**src/rtl/button_event_scheduler_pkg.sv**
```systemverilog
// Shared types, default constants and the round-robin pick function
// used by the button event scheduler.
`timescale 1ns/1ps
package btn_sched_pkg;

  typedef enum logic {
    ST_IDLE  = 1'b0,
    ST_OFFER = 1'b1
  } arb_state_t;

  localparam int unsigned DEF_N_BTN        = 4;
  localparam int unsigned DEF_TICK_DIV     = 250000;
  localparam int unsigned DEF_DEBOUNCE_LEN = 4;

  // Widest button vector and id the pick function handles.
  localparam int unsigned MAX_BTN = 8;
  localparam int unsigned PICK_W  = 3;

  // First set bit of req[n-1:0] scanning upward from ptr, wrapping at n.
  // Returns 0 when nothing is requested; callers only use it when req != 0.
  function automatic logic [PICK_W-1:0] rr_pick(
    input logic [MAX_BTN-1:0] req,
    input logic [PICK_W-1:0]  ptr,
    input int unsigned        n
  );
    logic [PICK_W-1:0] sel;
    logic              found;
    int unsigned       idx;
    sel   = '0;
    found = 1'b0;
    for (int unsigned k = 0; k < MAX_BTN; k++) begin
      idx = (32'(ptr) + k) % n;
      if (k < n && !found && req[PICK_W'(idx)]) begin
        sel   = PICK_W'(idx);
        found = 1'b1;
      end
    end
    return sel;
  endfunction

endpackage

```
**src/rtl/button_event_scheduler_if.sv**
```systemverilog
// Valid/ready event channel carrying the id of the pressed button.
`timescale 1ns/1ps
interface button_event_scheduler_if
  import btn_sched_pkg::*;
#(
  parameter int unsigned ID_W = $clog2(DEF_N_BTN)
) ();

  logic            evt_valid;
  logic [ID_W-1:0] evt_id;
  logic            evt_ready;

  modport master (
    output evt_valid,
    output evt_id,
    input  evt_ready
  );

  modport slave (
    input  evt_valid,
    input  evt_id,
    output evt_ready
  );

endinterface

```
**src/rtl/button_event_scheduler_tick_gen.sv**
```systemverilog
// Free-running divider: tick is high for one in_clk cycle every TICK_DIV cycles.
`timescale 1ns/1ps
module tick_gen
  import btn_sched_pkg::*;
#(
  parameter int unsigned TICK_DIV = DEF_TICK_DIV
) (
  input  logic in_clk,
  input  logic rst_n,
  output logic tick
);

  localparam int unsigned CNT_W = $clog2(TICK_DIV);

  logic [CNT_W-1:0] tick_cnt;

  assign tick = (tick_cnt == CNT_W'(TICK_DIV - 1));

  // Count 0..TICK_DIV-1 and wrap.
  always_ff @(posedge in_clk or negedge rst_n) begin
    if (!rst_n) begin
      tick_cnt <= '0;
    end else if (tick) begin
      tick_cnt <= '0;
    end else begin
      tick_cnt <= tick_cnt + 1'b1;
    end
  end

endmodule

```
**src/rtl/button_event_scheduler.sv**
```systemverilog
// Push-button front end: synchronise, debounce on a slow tick, turn each
// debounced press into a pending event and grant events round-robin to a
// single valid/ready consumer.
`timescale 1ns/1ps
module button_event_scheduler
  import btn_sched_pkg::*;
#(
  parameter int unsigned N_BTN        = DEF_N_BTN,
  parameter int unsigned TICK_DIV     = DEF_TICK_DIV,
  parameter int unsigned DEBOUNCE_LEN = DEF_DEBOUNCE_LEN,
  parameter int unsigned ID_W         = $clog2(N_BTN)
) (
  input  logic                     in_clk,
  input  logic                     rst_n,
  input  logic [N_BTN-1:0]         pb,
  output logic [N_BTN-1:0]         btn_level,
  output logic [N_BTN-1:0]         overrun,
  button_event_scheduler_if.master evt
);

  logic [N_BTN-1:0] sync_q;
  logic [N_BTN-1:0] pb_s;
  logic             tick;
  logic [N_BTN-1:0] press;
  logic [N_BTN-1:0] pending;
  logic [N_BTN-1:0] grant;
  logic [ID_W-1:0]  rr_ptr;
  logic [ID_W-1:0]  pick;
  logic [ID_W-1:0]  ptr_next;
  logic             take;
  logic             done;
  arb_state_t       state;
  arb_state_t       state_next;

  // Two-flop synchroniser for the asynchronous button inputs.
  always_ff @(posedge in_clk or negedge rst_n) begin
    if (!rst_n) begin
      sync_q <= '0;
      pb_s   <= '0;
    end else begin
      sync_q <= pb;
      pb_s   <= sync_q;
    end
  end

  tick_gen #(
    .TICK_DIV (TICK_DIV)
  ) u_tick_gen (
    .in_clk (in_clk),
    .rst_n  (rst_n),
    .tick   (tick)
  );

  // Per-button debounce. Only the DEBOUNCE_LEN-1 most recent samples are
  // stored: the oldest bit of a full-width shift register would be shifted
  // out before it is ever examined, so the window is rebuilt from the
  // history plus the current sample with identical behaviour.
  for (genvar i = 0; i < N_BTN; i++) begin : g_deb
    logic [DEBOUNCE_LEN-2:0] hist;
    logic [DEBOUNCE_LEN-1:0] window;
    logic                    level;

    assign window       = {hist, pb_s[i]};
    assign press[i]     = tick & (&window) & ~level;
    assign btn_level[i] = level;

    // Shift a sample in on each tick; change level on a full run of equal samples.
    always_ff @(posedge in_clk or negedge rst_n) begin
      if (!rst_n) begin
        hist  <= '0;
        level <= 1'b0;
      end else if (tick) begin
        hist <= window[DEBOUNCE_LEN-2:0];
        if (&window) begin
          level <= 1'b1;
        end else if (~|window) begin
          level <= 1'b0;
        end
      end
    end
  end

  assign pick     = ID_W'(rr_pick(MAX_BTN'(pending), PICK_W'(rr_ptr), N_BTN));
  assign ptr_next = (evt.evt_id == ID_W'(N_BTN - 1)) ? '0 : evt.evt_id + 1'b1;

  // Arbiter state register.
  always_ff @(posedge in_clk or negedge rst_n) begin
    if (!rst_n) begin
      state <= ST_IDLE;
    end else begin
      state <= state_next;
    end
  end

  // Arbiter next state: grant a pending button from IDLE, wait for the handshake in OFFER.
  always_comb begin
    state_next = state;
    take       = 1'b0;
    done       = 1'b0;
    grant      = '0;
    unique case (state)
      ST_IDLE: begin
        if (|pending) begin
          take       = 1'b1;
          grant      = N_BTN'(1) << pick;
          state_next = ST_OFFER;
        end
      end
      ST_OFFER: begin
        if (evt.evt_valid && evt.evt_ready) begin
          done       = 1'b1;
          state_next = ST_IDLE;
        end
      end
      default: state_next = ST_IDLE;
    endcase
  end

  // Offer registers: id/valid held stable until the consumer accepts.
  always_ff @(posedge in_clk or negedge rst_n) begin
    if (!rst_n) begin
      evt.evt_valid <= 1'b0;
      evt.evt_id    <= '0;
      rr_ptr        <= '0;
    end else if (take) begin
      evt.evt_valid <= 1'b1;
      evt.evt_id    <= pick;
    end else if (done) begin
      evt.evt_valid <= 1'b0;
      rr_ptr        <= ptr_next;
    end
  end

  // Pending set/clear; a new press wins over a same-cycle grant and merges
  // into an already pending press, flagging the loss.
  always_ff @(posedge in_clk or negedge rst_n) begin
    if (!rst_n) begin
      pending <= '0;
      overrun <= '0;
    end else begin
      pending <= (pending & ~grant) | press;
      overrun <= press & pending & ~grant;
    end
  end

endmodule

```
**src/flat_wrapper.sv**
```systemverilog
// flat-port wrapper written by rule: the top's interface ports become plain ports
module button_event_scheduler_flat import btn_sched_pkg::*;
#(
  parameter int unsigned N_BTN        = DEF_N_BTN,
  parameter int unsigned TICK_DIV     = DEF_TICK_DIV,
  parameter int unsigned DEBOUNCE_LEN = DEF_DEBOUNCE_LEN,
  parameter int unsigned ID_W         = $clog2(N_BTN)
)
  (in_clk, rst_n, pb, btn_level, overrun, evt_evt_valid, evt_evt_id, evt_evt_ready);
  button_event_scheduler_if #(.ID_W(ID_W)) evt_i ();
  input  logic in_clk;
  input  logic rst_n;
  input  logic [N_BTN-1:0] pb;
  output logic [N_BTN-1:0] btn_level;
  output logic [N_BTN-1:0] overrun;
  output wire logic [$bits(evt_i.evt_valid)-1:0] evt_evt_valid;
  output wire logic [$bits(evt_i.evt_id)-1:0] evt_evt_id;
  input wire logic [$bits(evt_i.evt_ready)-1:0] evt_evt_ready;
  assign evt_evt_valid = evt_i.evt_valid;
  assign evt_evt_id = evt_i.evt_id;
  assign evt_i.evt_ready = evt_evt_ready;
  button_event_scheduler #(.N_BTN(N_BTN), .TICK_DIV(TICK_DIV), .DEBOUNCE_LEN(DEBOUNCE_LEN), .ID_W(ID_W)) u_core (.in_clk(in_clk), .rst_n(rst_n), .pb(pb), .btn_level(btn_level), .overrun(overrun), .evt(evt_i));
endmodule
```
**config.mk**
```make
export PLATFORM = sky130hd
export DESIGN_NAME = button_event_scheduler_flat
export DESIGN_NICKNAME = d
export VERILOG_FILES = /design/src/rtl/button_event_scheduler_pkg.sv /design/src/rtl/button_event_scheduler_if.sv /design/src/rtl/button_event_scheduler_tick_gen.sv /design/src/rtl/button_event_scheduler.sv /design/src/flat_wrapper.sv
export SDC_FILE = /design/constraint.sdc
export NUM_CORES = 1
export LEC_CHECK = 0
export CAP_MARGIN = 10
export CELL_PAD_IN_SITES_DETAIL_PLACEMENT = 1
export CELL_PAD_IN_SITES_GLOBAL_PLACEMENT = 1
export CORE_MARGIN = 5
export CORE_UTILIZATION = 47
export CTS_CLUSTER_SIZE = 28
export DETAILED_ROUTE_END_ITERATION = 16
export PLACE_DENSITY_LB_ADDON = 0.05
export SLEW_MARGIN = 40
export SYNTH_ARGS = -nofsm -noshare
export SYNTH_HDL_FRONTEND = slang
export SYNTH_HIERARCHICAL = 1
export SYNTH_SLANG_ARGS = --single-unit
```
**constraint.sdc**
```tcl
create_clock -name in_clk -period 2.98 [get_ports in_clk]
set_clock_uncertainty 0.1 [all_clocks]
set_input_delay 0.298 -clock in_clk [delete_from_list [all_inputs] [get_ports in_clk]]
set_output_delay 0.298 -clock in_clk [all_outputs]
set_load 0.01 [all_outputs]
```
-- Word level (Yosys, flattened, before mapping)
Index checks and enable logic that the tools add are counted.
Widths: inputs -> output; s select.
- bits in registers: 56
- output and inout port bits: 11
- add/subtract/negate cells: 5
- magnitude comparators: 4
- equality and inequality tests: 6
- shift operators: 1
- muxes and demuxes: 35
- bitwise operators: 19
- reductions and logical operators: 22
- operators with widths (kind ; count):
    $mux 1 ; 22
    $reduce_or 4->1 ; 5
    $add 18x1->18 const B ; 1
    $eq 18x18->1 const B ; 1
    $mux 18 ; 1
    $lt 2x4->1 const B ; 4
    $reduce_and 4->1 ; 4
    $and 4x4->4 ; 3
    $mux 2 ; 5
    $reduce_and 2->1 ; 5
    $and 1x1->1 ; 8
    $bmux 1 s2 ; 4
    $mux 4 ; 2
    $ne 2x1->1 const B ; 4
    $not 1->1 ; 6
    $add 2x1->2 const B ; 2
    $add 2x2->2 const B ; 2
    $logic_and 1x1->1 ; 4
    $not 4->4 ; 1
    $or 4x4->4 ; 1
    $shl 1x2->4 const A ; 1
    $logic_not 1->1 ; 3
    $eq 2x2->1 const B ; 1
    $pmux 1 s2 ; 1
    $reduce_bool 2->1 ; 1

-- Logic depth before layout (Yosys ltp)
Gate-level depths: netlist of run 1.
- depth in word-level cells: 18
- mapped depth: 9
- gate-level depth less buffers: 8

-- Hierarchy
The synthesis of run 1 kept the hierarchy.
- modules (own cells, without submodules) (module ; times used ; cells an instance ; area each (um^2) ; sequential area each (um^2)):
    button_event_scheduler ; 1 ; 128 ; 1575.3 ; 950.9
    tick_gen ; 1 ; 80 ; 889.6 ; 450.4

-- Worst setup path after synthesis of run 1
Ideal clock, no wire load.
- kind: register to register
- start point: register u_core.u_tick_gen.tick_cnt[8]
- end point: register u_core.g_deb[0].level
- setup time: 0.122 ns
- arrival: 2.239 ns
- required time: 2.758 ns
- slack: 0.519 ns
- stages on the path, launching flop included: 7
- cells stage by stage: dfrtp_1 or4b_4 nor3_4 buf_4 or4b_2 a21oi_1 a21oi_1
- word-level cells in the longest chain between the ends: 2
- RTL lines (element ; line ; source):
    from (decl) ; button_event_scheduler_tick_gen.sv:15 ; logic [CNT_W-1:0] tick_cnt;
    from (signal assigned) ; button_event_scheduler_tick_gen.sv:26 ; tick_cnt <= tick_cnt + 1'b1;
    $eq 18x18->1 ; button_event_scheduler_tick_gen.sv:17 ; assign tick = (tick_cnt == CNT_W'(TICK_DIV - 1));
    via u_core.tick ; button_event_scheduler.sv:23 ; logic tick;
    $reduce_and 2->1 (no line) ; n/a ;
    to (signal assigned) ; button_event_scheduler.sv:71 ; level <= 1'b0;
    to (signal assigned) ; button_event_scheduler.sv:75 ; level <= 1'b1;
    to (signal assigned) ; button_event_scheduler.sv:77 ; level <= 1'b0;
    to (decl) ; button_event_scheduler.sv:61 ; logic level;
The timed path passes the listed nets, and every way through them passes these cells.
A chain may end at the register's enable or synchronous reset.

-- Worst setup path in the final report of run 1
- start point: register u_core.u_tick_gen.tick_cnt[8]
- end point: register u_core.g_deb[1].level
- word-level cells in the longest chain between the ends: 2
- RTL lines (element ; line):
    $eq 18x18->1 ; button_event_scheduler_tick_gen.sv:17
    via u_core.tick ; button_event_scheduler.sv:23
    $reduce_and 2->1 (no line) ; n/a
    to (signal assigned) ; button_event_scheduler.sv:71
    to (signal assigned) ; button_event_scheduler.sv:75
    to (signal assigned) ; button_event_scheduler.sv:77
    to (decl) ; button_event_scheduler.sv:61
The timed path passes the listed nets, and every way through them passes these cells.

==> results.cfg, run 1 <==
[route]
wirelength_um = 4930
drt-pass1-iter-count = 4
detailroute.via_count = 1639
vias_per_cell = 5.48
drt_iter0_markers = 59
post_drt_wl_per_cell_um = 16.5
detail_route.drc_violations = 0
ant_nets = 0

[synthesis]
synthTopCellsByCount = 56 x dfrtp_1, 20 x nor2_1, 13 x mux2_2
synth_enable_flop_cells = 0
synth_flop_cell = dfrtp_1
mappedNetlistArea_um2 = 2460
yosys_register_bits = 56
area_share_of_xor_xnor_cells_in_the_synthesized_design = 0.0497
synth_largest_type_area_fraction = 0.569
ys_warn_count = 6
synth_cell_types = 42
postSynthNetCount = 217
synth_fa_ha_area_frac = 0.0102
ys_async_sr_fraction = 1.00
synth-compound-area-share = 0.0675
synth_sequential_area_ratio = 0.569
synth_top_family_by_area = simple AND/OR/NAND/NOR gates
yosys.area_share.simple = 0.206
synth.most_common_cell = dfrtp_1
synth_largest_area_cell = dfrtp_1
syn_inst = 208
post_synth_mux_area_share = 0.0675
syn_avg_cell_area_um2 = 11.9
synth_area_leaders = dfrtp_1 57%, mux2_2 5.9%, nor2_1 3.0%

[clock_network]
numClockSinks = 56
hold_buf_count_cts = 1
clock_latency_ns = 0.30
clk_pin_slew_worst_paths_ns = 0.09
post_cts.repair.setup_buffers = 0
clock-root-buffer = clkbuf_8
cts_tree = built
clk_path_buf_depth = 2
ctsHtreeMaxLevel = 2
ctsResizeCount = 0
cts_buffers = 5

[sta]
hold_ws_ns = 0.253
max-slew-margin-rel = 0.645
final_critical_path_setup_slack_ns = 0.419
final-setup-viol-count = 0
worst-slew-pin-transition_ns = 0.532
hold_viol = 0
finalMaxSlewViolations = 0
setup_repair_after_global_routing_missed_its_margin = no
final.min_clock_period_ns = 2.56
fin_tns_setup_ns = 0
fmax_mhz = 391
final.period_utilization = 0.859

[worst_setup_path]
timing.critical_path.required_ns = 3.07
cp_max_fanout = 20
startpoint_type = register
criticalPathCategory = register to register
crit_arrival_ns = 2.65
critical_path.endpoint_type = register

[global_route]
first_global_vias = 1779
grt-ovfl-total = 0
antenna_found_initial = 0
grt_start_max_net_pins = 37
wire_length_of_the_first_global_routing_pass_um = 8450
grt_use_total = 0.166

[placement]
gp_congestion = 0.729
pre_cts_ws_ns = 0.422
hpwl_dp_um = 3690
port-buffer-count = 17

[cells_and_area]
syn_to_final_growth_pct = 13.0
fraction_of_final_layout_cells_sized_beyond_drive_strength_1 = 0.166
antennaDiodeCount = 0
postLayoutCoreUtil = 0.546
finish.net_count = 240

[floorplan]
die_area_um2 = 6790
chipHeight_um = 82.4
start_util = 0.483
pin_count = 18
floorplan_core_area_um2 = 5110
die-width_um = 82.4
num_rows = 26

[flow_run]
timing.max_cap.violations = 0

[pwr]
p_per_area_nw_per_um2 = 426
leakage_nw = 1.24
ir_drop_mv = 0.221

[worst_hold_path]
min_path_type = register to register

[status]
outcome = finished clean
-- metal layers --
layer	up-vias	global-route usage	wire [um]
li1	785	-	-
met1	816	0.197	2080
met2	29	0.284	2550
met3	9	0.0336	165
met4	0	0.0847	128
met5	-	0	0
-- logic make-up (layout without fill, tap and decap cells) --
logic type,after synthesis,after routing
adders and majority gates,2,2
muxes,15,15
DFF,56,56
xor gates and xnor gates,14,14
and+or+nand+nor,79,79
buffers and inverters,15,36
AOI/OAI and AO/OA,27,27
-- final timing paths --
path                                                         startpoint                                 to  slack [ns]  depth (start not counted)
max in group asynchronous                                         rst_n             u_core/state$_DFF_PN0_        1.86                          3
worst min register to register               u_core/sync_q[3]$_DFF_PN0_           u_core/pb_s[3]$_DFF_PN0_        0.25                          0
worst min-delay path                         u_core/sync_q[3]$_DFF_PN0_           u_core/pb_s[3]$_DFF_PN0_        0.25                          0
worst max-delay path            u_core/u_tick_gen/tick_cnt[8]$_DFF_PN0_  u_core/g_deb[1].level$_DFFE_PN0P_        0.42                          6
min in group asynchronous                                         rst_n        u_core/overrun[0]$_DFF_PN0_        0.38                          2
worst max register to register  u_core/u_tick_gen/tick_cnt[8]$_DFF_PN0_  u_core/g_deb[1].level$_DFFE_PN0P_        0.42                          6
-- layout make-up --
cell class	instances	area [um^2]
Sequential cell	56	1400
Clock buffer	5	68.8
Fill cell	553	2320
Tap cell	70	87.6
Timing Repair Buffer	22	208
Inverter	9	33.8
Multi-Input combinational cell	137	987
-- registers in the layout (all words and copies together) (netlist names) --
signal and flops:
u_core/overrun 4, u_core/pending 4, u_core/evt.evt_valid 1, u_core/g_deb.hist 12
u_core/evt.evt_id 2, u_core/sync_q 4, u_core/u_tick_gen/tick_cnt 18, u_core/pb_s 4
u_core/state 1, u_core/g_deb.level 4, u_core/rr_ptr 2
-- report_power, final --
| group | leakage (nW) | internal (mW) | switching [mW] |
|---|---|---|---|
| Sequential | 0.746 | 0.770 | 0.0111 |
| Combinational | 0.456 | 0.0137 | 0.0211 |
| Clock | 0.0359 | 0.152 | 0.219 |
-- placed cells by master (no fill, tap or decap), drive strengths merged, types with 3 or more instances in the layout --
master         netlist  routed
or2                  3       3
dfrtp               56      56
buf                  6       5
inv                  9       9
nand3                5       5
nand4                7       7
clkbuf               0       5
nor2                20      20
nor3b                4       4
nand2               11      11
a31oi                6       6
a21oi               12      12
clkdlybuf4s50        0      16
or4b                 5       5
xnor2                8       8
nand3b               3       3
mux2                13      13
xor2                 6       6
nor4                 6       6
nor3                 7       7
-- worst max-delay path: stages (launching register included) --
cell and delay, ns:
dfrtp_1 0.44, or4b_4 0.57, nor3_4 0.19, buf_4 0.27, or4b_2 0.63, a21oi_1 0.19
a21oi_1 0.06
-- per-stage QoR --
| stage | cell area, um^2 | std cells | power, mW |
|---|---|---|---|
| floorplan | 2460 | 208 | 0.801 |
| global placement | 2710 | 293 | 0.828 |
| detailed placement | 2710 | 293 | 0.831 |
| CTS | 2780 | 299 | 1.21 |
| global route | 2790 | 299 | 1.25 |
| finish | 2790 | 299 | 1.19 |
(Power assumes the default switching activity.)
==> run 2: changes to the inputs <==
--- a/config.mk
+++ b/config.mk
@@ -8,7 +8,6 @@
 export CAP_MARGIN = 10
 export CELL_PAD_IN_SITES_DETAIL_PLACEMENT = 1
 export CELL_PAD_IN_SITES_GLOBAL_PLACEMENT = 1
-export CORE_MARGIN = 5
 export CORE_UTILIZATION = 47
 export CTS_CLUSTER_SIZE = 28
 export DETAILED_ROUTE_END_ITERATION = 16
==> run 2 against run 1 <==
Against the previous run:
- combinational power is 1% higher
- setup slack worse by 0.10 ns
- non-clock buffer count stayed put
- sequential power hardly changed
- critical endpoint is now u_core/g_deb[2].level$_DFFE_PN0P_
==> results.cfg, run 2 (synthesis gave the netlist of run 1 again) <==
[clock_network]
clock-root-buffer = clkbuf_8
clk_pin_slew_worst_paths_ns = 0.10
clk_path_buf_depth = 2
numClockSinks = 56
post_cts.repair.setup_buffers = 0
ctsHtreeMaxLevel = 2
cts_tree = built
hold_buf_count_cts = 1
clock_latency_ns = 0.30
cts_buffers = 5
ctsResizeCount = 0

[floorplan]
floorplan_core_area_um2 = 4880
start_util = 0.505
die-width_um = 74.4
chipHeight_um = 74.4
die_area_um2 = 5540
num_rows = 25
pin_count = 18

[sta]
setup_repair_after_global_routing_missed_its_margin = no
fmax_mhz = 375
final-setup-viol-count = 0
hold_viol = 0
final.period_utilization = 0.894
finalMaxSlewViolations = 0
worst-slew-pin-transition_ns = 0.521
final.min_clock_period_ns = 2.66
fin_tns_setup_ns = 0
max-slew-margin-rel = 0.652

[placement]
gp_congestion = 0.776
port-buffer-count = 17
hpwl_dp_um = 3440
placed_cell_area_um2 = 2700

[worst_setup_path]
critical_path.endpoint_type = register
crit_chain = nor4_1 -> nand3b_1 -> nor3_4 -> buf_4 -> or4b_2 -> a21oi_1 -> a21oi_1
critical-path-top-delay-family = simple AND/OR/NAND/NOR gates
crit_buf_inv = 1
crit_slowest_cell = or4b_2
timing.critical_path.required_ns = 3.08
crit_arrival_ns = 2.77
criticalPathCategory = register to register
worst_path_most_repeated_cell = a21oi_1
startpoint_type = register
cp_max_fanout = 15
worst_path_largest_cell_delay_ns = 0.61

[global_route]
grt-ovfl-total = 0
antenna_found_initial = 0
first_global_vias = 1687
grt_start_max_net_pins = 42
wire_length_of_the_first_global_routing_pass_um = 8110
grt_use_total = 0.198

[cells_and_area]
syn_to_final_growth_pct = 14.6
finish.net_count = 240
fraction_of_final_layout_cells_sized_beyond_drive_strength_1 = 0.172
antennaDiodeCount = 0
layout.cells.most_common = dfrtp_1
mostFrequentLayoutCells = 56 x dfrtp_1, 20 x nor2_1, 16 x clkdlybuf4s50_1, 13 x mux2_2, 12 x a21oi_1
largest_register_ffs = 18
postLayoutCoreUtil = 0.579
largest-register = u_core/u_tick_gen/tick_cnt
post-route-cell-area_um2 = 2830
largest_regs = u_core/u_tick_gen/tick_cnt: 18 flops, u_core/g_deb.hist: 12 flops

[pwr]
ir_drop_mv = 0.239
leakage_nw = 1.26
post-layout-total-power_mw = 1.31
p_per_area_nw_per_um2 = 465

[route]
wirelength_um = 4850
ant_nets = 0
detailroute.via_count = 1622
vias_per_cell = 5.42
drt-pass1-iter-count = 4
post_drt_wl_per_cell_um = 16.2
detail_route.drc_violations = 0
drt_iter0_markers = 133

[flow_run]
timing.max_cap.violations = 0

[worst_hold_path]
min_path_type = register to register

[status]
outcome = finished clean
run 2: cell count changes in the layout (fill, tap and decap cells not counted), sizes merged:
cell / delta
bufinv: +1
clkbuf: +1
inv: +1
run 2: power by group:
part	internal, mW	switching, mW
sequential	0.770	0.0117
combinational	0.0137	0.0218
clock	0.254	0.242
total	1.04	0.276
run 2: metrics by stage:
| step | std cells | hold slack (ns) | worst slack [ns] |
|---|---|---|---|
| 4_1_cts | 299 | 0.263 | 0.350 |
| 3_5_place_dp | 290 | 0.206 | 0.385 |
| 5_1_grt | 299 | 0.266 | 0.180 |
| 6_report | 299 | 0.262 | 0.317 |
| 2_1_floorplan | 208 | -0.0976 | 0.519 |
| 3_3_place_gp | 290 | 0.233 | 0.421 |
run 2: worst reg2reg max path, stage by stage, from the launching register on:
cell and delay [ns]:
dfrtp_1 0.43, nor4_1 0.38, nand3b_1 0.21, nor3_4 0.34, buf_4 0.27, or4b_2 0.61
a21oi_1 0.16, a21oi_1 0.05
run 2: area by class of cell:
cell class                 instances  area (um^2)
inverter                           9         33.8
multi-input combinational        137          987
clock buffer                       6         72.6
tap                               67         83.8
sequential                        56         1400
timing repair buffer              22          208
clock inverter                     2         38.8
fill                             529         2050
run 2: final timing paths:
check	end	slack, ns	depth (start not counted)	from
max	u_core/g_deb[2].level$_DFFE_PN0P_	0.32	7	u_core/u_tick_gen/tick_cnt[11]$_DFF_PN0_
min	u_core/pb_s[3]$_DFF_PN0_	0.26	0	u_core/sync_q[3]$_DFF_PN0_
max reg2reg	u_core/g_deb[2].level$_DFFE_PN0P_	0.32	7	u_core/u_tick_gen/tick_cnt[11]$_DFF_PN0_
min reg2reg	u_core/pb_s[3]$_DFF_PN0_	0.26	0	u_core/sync_q[3]$_DFF_PN0_
max in group asynchronous	u_core/u_tick_gen/tick_cnt[7]$_DFF_PN0_	1.83	3	rst_n
min in group asynchronous	u_core/evt.evt_id[0]$_DFFE_PN0P_	0.40	2	rst_n
run 2: routing by layer:
| layer | track usage | up-vias | wire length, um |
|---|---|---|---|
| met3 | 0.0515 | 4 | 113 |
| met1 | 0.240 | 823 | 2190 |
| met5 | 0 | - | 0 |
| li1 | - | 778 | - |
| met2 | 0.344 | 17 | 2520 |
| met4 | 0.0650 | 0 | 30 |
